--- config.mk ---
export PLATFORM = sky130hd
export DESIGN_NAME = countdown99
export DESIGN_NICKNAME = d
export VERILOG_FILES = /design/src/rtl/countdown99.sv
export SDC_FILE = /design/constraint.sdc
export NUM_CORES = 1
export LEC_CHECK = 0
export CORE_UTILIZATION = 55
export CTS_BUF_LIST = sky130_fd_sc_hd__clkbuf_8 sky130_fd_sc_hd__clkbuf_16
export DETAILED_ROUTE_END_ITERATION = 10
export PLACE_DENSITY = 0.8
export SLEW_MARGIN = 20
export SYNTH_ARGS = -nofsm -noshare
export SYNTH_HDL_FRONTEND = slang
export SYNTH_SLANG_ARGS = --single-unit
export TNS_END_PERCENT = 100
--- constraint.sdc ---
create_clock -name clk -period 3.35 [get_ports clk]
set_clock_uncertainty 0.2 [all_clocks]
set_input_delay 0.335 -clock clk [delete_from_list [all_inputs] [get_ports clk]]
set_output_delay 0.335 -clock clk [all_outputs]
set_load 0.05 [all_outputs]
--- src/rtl/countdown99.sv ---
// countdown99 - loadable 0..99 down-counter with BCD digit outputs.
//
// Counts down once every PRESCALE clocks while running and pulses done when
// the count reaches 0. States: IDLE, RUN, PAUSED, DONE.
//
// Optional feature macro: COUNTDOWN_AUTORELOAD_EN
//   undefined : reaching 0 moves to DONE and the count holds at 0.
//   defined   : the count stays in RUN and reloads from the reload register at
//               the next prescaler terminal. DONE is never entered.
//
// Parameters:
//   PRESCALE  clocks per decrement while running (1..65535)
// Ports:
//   clk       sole clock, rising edge
//   reset_n   asynchronous active-low reset
//   load      load load_val, saturated to 99. Goes to IDLE. Beats start/pause.
//   load_val  7-bit unsigned start value
//   start     begin or resume counting
//   pause     suspend counting. Beats start in the same cycle.
//   count     registered current value, 0..99
//   tens      BCD tens digit of count
//   ones      BCD ones digit of count
//   running   high while in RUN
//   done      registered one-cycle pulse on the 1 -> 0 transition
module countdown99 #(
    parameter int unsigned PRESCALE = 1
) (
    input  logic       clk,
    input  logic       reset_n,
    input  logic       load,
    input  logic [6:0] load_val,
    input  logic       start,
    input  logic       pause,
    output logic [6:0] count,
    output logic [3:0] tens,
    output logic [3:0] ones,
    output logic       running,
    output logic       done
);

    localparam logic [1:0] StIdle   = 2'd0;
    localparam logic [1:0] StRun    = 2'd1;
    localparam logic [1:0] StPaused = 2'd2;
    localparam logic [1:0] StDone   = 2'd3;

    localparam logic [15:0] PresclLast = 16'(PRESCALE - 1);

    logic [1:0]  state_q, state_d;
    logic [6:0]  count_q, count_d;
    logic [6:0]  reload_q, reload_d;
    logic [15:0] presc_q, presc_d;
    logic        done_q, done_d;

    logic [6:0]  load_sat;

    assign load_sat = (load_val > 7'd99) ? 7'd99 : load_val;

    always_comb begin
        state_d  = state_q;
        count_d  = count_q;
        reload_d = reload_q;
        presc_d  = presc_q;
        done_d   = 1'b0;

        if (load) begin
            count_d  = load_sat;
            reload_d = load_sat;
            presc_d  = 16'd0;
            state_d  = StIdle;
        end else begin
            case (state_q)
                StIdle: begin
                    // A zero count has nothing to count, so start is dropped.
                    if (start && !pause && (count_q != 7'd0)) begin
                        state_d = StRun;
                    end
                end
                StRun: begin
                    if (pause) begin
                        // Count and prescaler freeze so a resume loses no partial period.
                        state_d = StPaused;
                    end else if (presc_q == PresclLast) begin
                        presc_d = 16'd0;
`ifdef COUNTDOWN_AUTORELOAD_EN
                        // Zero is held for one full prescale period before reloading.
                        if (count_q == 7'd0) begin
                            count_d = reload_q;
                        end else begin
                            count_d = count_q - 7'd1;
                        end
                        if (count_q == 7'd1) begin
                            done_d = 1'b1;
                        end
`else
                        if (count_q != 7'd0) begin
                            count_d = count_q - 7'd1;
                        end
                        if (count_q == 7'd1) begin
                            done_d  = 1'b1;
                            state_d = StDone;
                        end
`endif
                    end else begin
                        presc_d = presc_q + 16'd1;
                    end
                end
                StPaused: begin
                    if (start && !pause) begin
                        state_d = StRun;
                    end
                end
                StDone: begin
                    // Only load or reset leave DONE.
                    state_d = StDone;
                end
                default: begin
                    state_d = StIdle;
                end
            endcase
        end
    end

    always_ff @(posedge clk or negedge reset_n) begin
        if (!reset_n) begin
            state_q  <= StIdle;
            count_q  <= 7'd0;
            reload_q <= 7'd0;
            presc_q  <= 16'd0;
            done_q   <= 1'b0;
        end else begin
            state_q  <= state_d;
            count_q  <= count_d;
            reload_q <= reload_d;
            presc_q  <= presc_d;
            done_q   <= done_d;
        end
    end

    assign count   = count_q;
    assign tens    = 4'(count_q / 7'd10);
    assign ones    = 4'(count_q % 7'd10);
    assign running = (state_q == StRun);
    assign done    = done_q;

endmodule

; Yosys cells after proc, flatten, opt, wreduce, memory -nomap -nowiden
; Index checks and enable logic that the tools add are counted.
[totals]
elab_cells = 52
ff_bits = 26
[classes]
reduce_logical = 12
n_mux = 22
add_sub_neg = 2
n_eq_ne = 9
n_lt_le_gt_ge = 1
div = 2
[op_table]
columns = operator, count
row1 = $mux 16, 4
row2 = $mux 7, 6
row3 = $add 16x1->16 const B, 1
row4 = $logic_not 16->1, 1
row5 = $mux 2, 6
row6 = $ne 4x3->1 const B, 2
row7 = $pmux 2 s4, 1
row8 = $reduce_and 4->1, 2
row9 = $div 7x4->7 const B, 1
row10 = $eq 7x1->1 const B, 1
row11 = $gt 7x7->1 const B, 1
row12 = $mod 7x4->7 const B, 1
row13 = $reduce_bool 7->1, 1
row14 = $sub 7x1->7 const B, 1
row15 = $ne 3x3->1 const B, 2
row16 = $reduce_bool 2->1, 3
row17 = $mux 1, 5
row18 = $eq 2x2->1 const B, 2
row19 = $eq 2x1->1 const B, 1
row20 = $logic_and 1x1->1, 2
row21 = $logic_not 2->1, 1
row22 = $ne 2x2->1 const B, 1
row23 = $reduce_and 2->1, 1
row24 = $logic_not 1->1, 1

; Longest topological paths before layout
[logic_depth]
ltp_word = 6
depth_mapped = 11
ltp_nobuf = 10

; Worst setup path before layout
; OpenSTA, ideal clock, no wires.
[synth_timing]
path_kind = register to output
start = register count_q[4], in the netlist count[4]
end = output ones[2]
path_slack_ns = -0.621
n_path_buf = 1
arrival_time_ns = 3.436
stages_incl_launch_ff = 12
required_ns = 2.815
path_cell_list = dfrtp_1 > buf_2 > nand2b_1 > o21ai_0 > a21oi_1 > o211a_1 > ha_1 > inv_1 > o221ai_1 > o211ai_1 > a221oi_1 > mux2i_1
[synth_via]
elab_chain_cells = 1
[synth_rtl]
columns = item, line_no
row1 = "start, declared", 49  ; logic [6:0] count_q, count_d;
row2 = "start signal, assigned", 132  ; count_q <= count_d;
row3 = $mod 7x4->7, 141  ; assign ones = 4'(count_q % 7'd10);
row4 = "end, declared", 36  ; output logic [3:0] ones,
; Every way passes these cells.

; Final worst setup path
; Same ends and word-level chain as after synthesis.

==> results.md <==
- Drt pass-1 iters: 4
- IO Count: 29
- Hold buffers post-CTS: 0
- Post-DP HPWL: about 3500 um
- GRT overflow: 0
- Critical Path RT: 2.81 ns
- Root Driver: clkbuf_8
- Worst-path fanout max: 6
- Post-Syn Nets: about 280
- Switching Share: between 30% and 40%
- FP Rows: 21
- Via Count: between 2000 and 2500
- Pwr/cell area: 421.3 mW/mm^2
- Fmax: 309.3 MHz
- Diode count: 0
- Number of flops mapped to enable cells by yosys: 0
- Final WS setup: around 0.12 ns
- Final hold violation count: 0
- Setup tns final: 0 ns
- Die area: 0.003944 sq mm
- Placed cell area: 0.002461 sq mm
- Clock transition at path regs: 0.09 ns
- Clk_lat worst skew: 0.27 ns
- Largest net degree at the start of global routing: 27
- Area of the core: 0.003442 sq mm
- Worst VDD drop: 332.3 uV
- Clock sinks: 26
- Min-delay worst type: primary input to asynchronous set/reset pin
- Max_cap viols: 0
- Sequential-to-total area share from yosys stat: around a third
- H-tree depth: 1
- Post-synth ARST share: between 90% and 100%
- Setup crit end kind: primary output
- CP Launch Type: register
- ANT nets after route: 0
- Initial antenna violation count: 0
- Dominant synthesized flop cell: dfrtp_1
- Placer Congestion: 0.8417
- TritonCTS clock tree: done
- Avg Cell Area, Syn: 7.942 sq um
- Finished Layout Cells: roughly 340
- Setup Crit Path Kind: register to primary output
- Post-Syn Instances: approximately 260
- Clk buf depth: 2
- Final Power: 0.001119 W
- Placed cells: 325
- Yosys reg bits: 26
- Arr. time, crit path: 2.70 ns
- Design Area, Final: about 0.0027 sq mm
- Share of layout cells above drive strength 1: between 10% and 20%
- CTS Buf Count: 3
- Sw Pwr: 0.0004098 W
- DRC: 0
- Tot GR Track Use: 27.21%
- Final net count: ~310
- WL final: 5210 um
- Drt wl/cell: 15.37 um
- First-pass GRT wire length: 8556 um
- Number of global-route vias before repair: about 1900
- Fin crit period: ~3.2 ns
- Clock network fraction of total power: between 20% and 30%
- IO buf count: 28
- Chip height: 62.80 um
- Outcome: finished clean
- YS warnings: 0
- Slew Viols, Final: 0
- Starting Density: 59.07%
- Dpl ws: 0.2674 ns
- Leakage: 1.097 nW
- Worst-Margin Slew: ~0.55 ns
- Gate power share: between 40% and 50%
- Setup Viol. Count Final: 0
- DR iter-0 viols: 225
- Vias per cell: 6.056
- Internal power: between 0.0007 and 0.0008 W
- Max transition margin: 63.07%
- Mapped Area: about 0.002 sq mm
- Syn-to-layout area delta: 30.58%
- Crit share post-route: 96.51%
- Seq pwr share: 30.1%
- Die Wd: 62.80 um
- Layout fillers: 235
- Netlist cell types: 55
[state kept, by name, summed over array words and instances, names as in the netlist]
signal and flops:
count 7, done 1, presc_q 16, state_q 2
[what timing repair did]
action,in CTS,in global routing
setup buffers,1,9
endpoints found under the setup margin,2,3
hold endpoints to repair,0,0
pin swaps,2,5
resized for setup,3,11
[final cells by class]
cell class              instances  area, sq um  share of cell area (%)
clock buffers                   3        41.29                   1.555
clock inverters                 1        30.03                   1.131
inverters                      19        73.82                   2.780
multi-input cells             197         1328                   50.00
flip-flops and latches         26        655.6                   24.69
well taps                      46        57.56                   2.168
repair buffers                 47        469.2                   17.67
[power groups by stage]
stage	Sequential [W]	Clock, W	Combinational [W]
final	0.000337	0.000262	0.000520
after global routing	0.000339	0.000284	0.000550
after CTS	0.000335	0.000269	0.000481
after detailed placement	0.000339	0	0.000471
after global placement	0.000339	0	0.000465
after floorplan	0.000372	0	0.000278
[synth_stat cells (2+ instances only)]
| cell | n | area [sq um] |
|---|---|---|
| o22ai_1 | 2 | 12.51 |
| and4_1 | 2 | 17.52 |
| a31oi_1 | 3 | 18.77 |
| a22oi_1 | 2 | 15.01 |
| nand3b_1 | 2 | 15.01 |
| a31o_2 | 2 | 17.52 |
| and3_1 | 5 | 31.28 |
| nor4_1 | 2 | 12.51 |
| a21oi_1 | 12 | 60.06 |
| nand4_1 | 3 | 18.77 |
| a221oi_1 | 2 | 17.52 |
| o21ai_0 | 26 | 130.1 |
| nand3_1 | 13 | 65.06 |
| nand2_1 | 20 | 75.07 |
| o211ai_1 | 6 | 45.04 |
| nor2b_1 | 7 | 43.79 |
| or2_2 | 2 | 12.51 |
| clkbuf_1 | 9 | 33.78 |
| ha_1 | 7 | 87.58 |
| or3_1 | 6 | 37.54 |
| o21bai_1 | 2 | 15.01 |
| a211oi_1 | 3 | 22.52 |
| nand2b_1 | 5 | 31.28 |
| nor3_1 | 8 | 40.04 |
| inv_1 | 19 | 71.32 |
| and3_2 | 2 | 15.01 |
| nor2_1 | 20 | 75.07 |
| xnor2_1 | 5 | 43.79 |
| a22o_1 | 6 | 52.55 |
| buf_2 | 3 | 15.01 |
| dfrtp_1 | 26 | 650.6 |
[per-stage QoR]
stage | utilization, % | hold WS (ns)
final | 77.14 | 0.2303
after global routing | 77.14 | 0.2568
after CTS | 74.15 | 0.2397
after detailed placement | 71.50 | 0.3676
after global placement | 71.50 | 0.3393
after floorplan | - | -0.1606
[cells in the final DEF, fill, tap and decap left out, drive strengths merged, types with 2 or more instances in the layout]
master / netlist / layout
nor4: 4 / 4
a31o: 2 / 2
nor2: 20 / 20
or3: 7 / 7
o31ai: 2 / 2
a31oi: 3 / 3
o21bai: 2 / 2
nor3b: 2 / 2
ha: 7 / 7
a211oi: 3 / 3
a21oi: 12 / 12
nand2: 20 / 20
nor3: 8 / 8
and3: 7 / 7
inv: 19 / 19
o22ai: 2 / 2
clkbuf: 9 / 3
a22o: 6 / 6
nand3: 13 / 13
xnor2: 5 / 5
dfrtp: 26 / 26
or2: 3 / 3
o21ai: 26 / 26
o211ai: 6 / 6
nand3b: 2 / 2
nand4: 4 / 4
and4: 2 / 2
a22oi: 2 / 2
clkdlybuf4s50: 0 / 24
nor2b: 7 / 7
a221oi: 2 / 2
buf: 5 / 23
nand2b: 5 / 5
[layer usage]
metal  track usage (%)  wire length (um)
met5                 0                 0
met4             10.76                87
met3             3.650               293
met2             42.26              2438
met1             38.15              2391
[path summary, 6_finish.rpt]
check	start	endpoint	slack [ns]	cells past startpoint
max in group asynchronous	reset_n	count[2]$_DFFE_PN0P_	2.44	2
min in group clk	presc_q[2]$_DFFE_PN0P_	presc_q[2]$_DFFE_PN0P_	0.38	1
min	reset_n	presc_q[15]$_DFFE_PN0P_	0.23	2
max	count[4]$_DFFE_PN0P_	ones[2]	0.12	11
min reg2reg	presc_q[2]$_DFFE_PN0P_	presc_q[2]$_DFFE_PN0P_	0.38	1
max reg2reg	presc_q[0]$_DFFE_PN0P_	count[5]$_DFFE_PN0P_	0.83	7
[logic make-up (layout without fill, tap and decap cells)]
kind of cell	count (synthesis)	count (layout)	share of synthesized area, %
AO/OA/AOI/OAI	75	75	24.18
adder cells (fa/ha/maj)	7	7	4.307
AND/OR/NAND/NOR	108	108	29.97
flip-flops	26	26	32.00
XOR/XNOR	6	6	2.585
buffers and inverters	33	70	6.461
multiplexers	1	1	0.4923
[worst max-delay path, cell delays in order, from the launching register on]
cell      delay, ns
dfrtp_2        0.45
buf_8          0.14
nor2b_1        0.14
nand3_1        0.09
o211a_1        0.19
ha_4           0.18
inv_4          0.05
o211ai_1       0.17
nand4_1        0.17
a221oi_4       0.37
mux2i_4        0.32
buf_12         0.16
No activity file was read; power rests on OpenSTA's default activity.
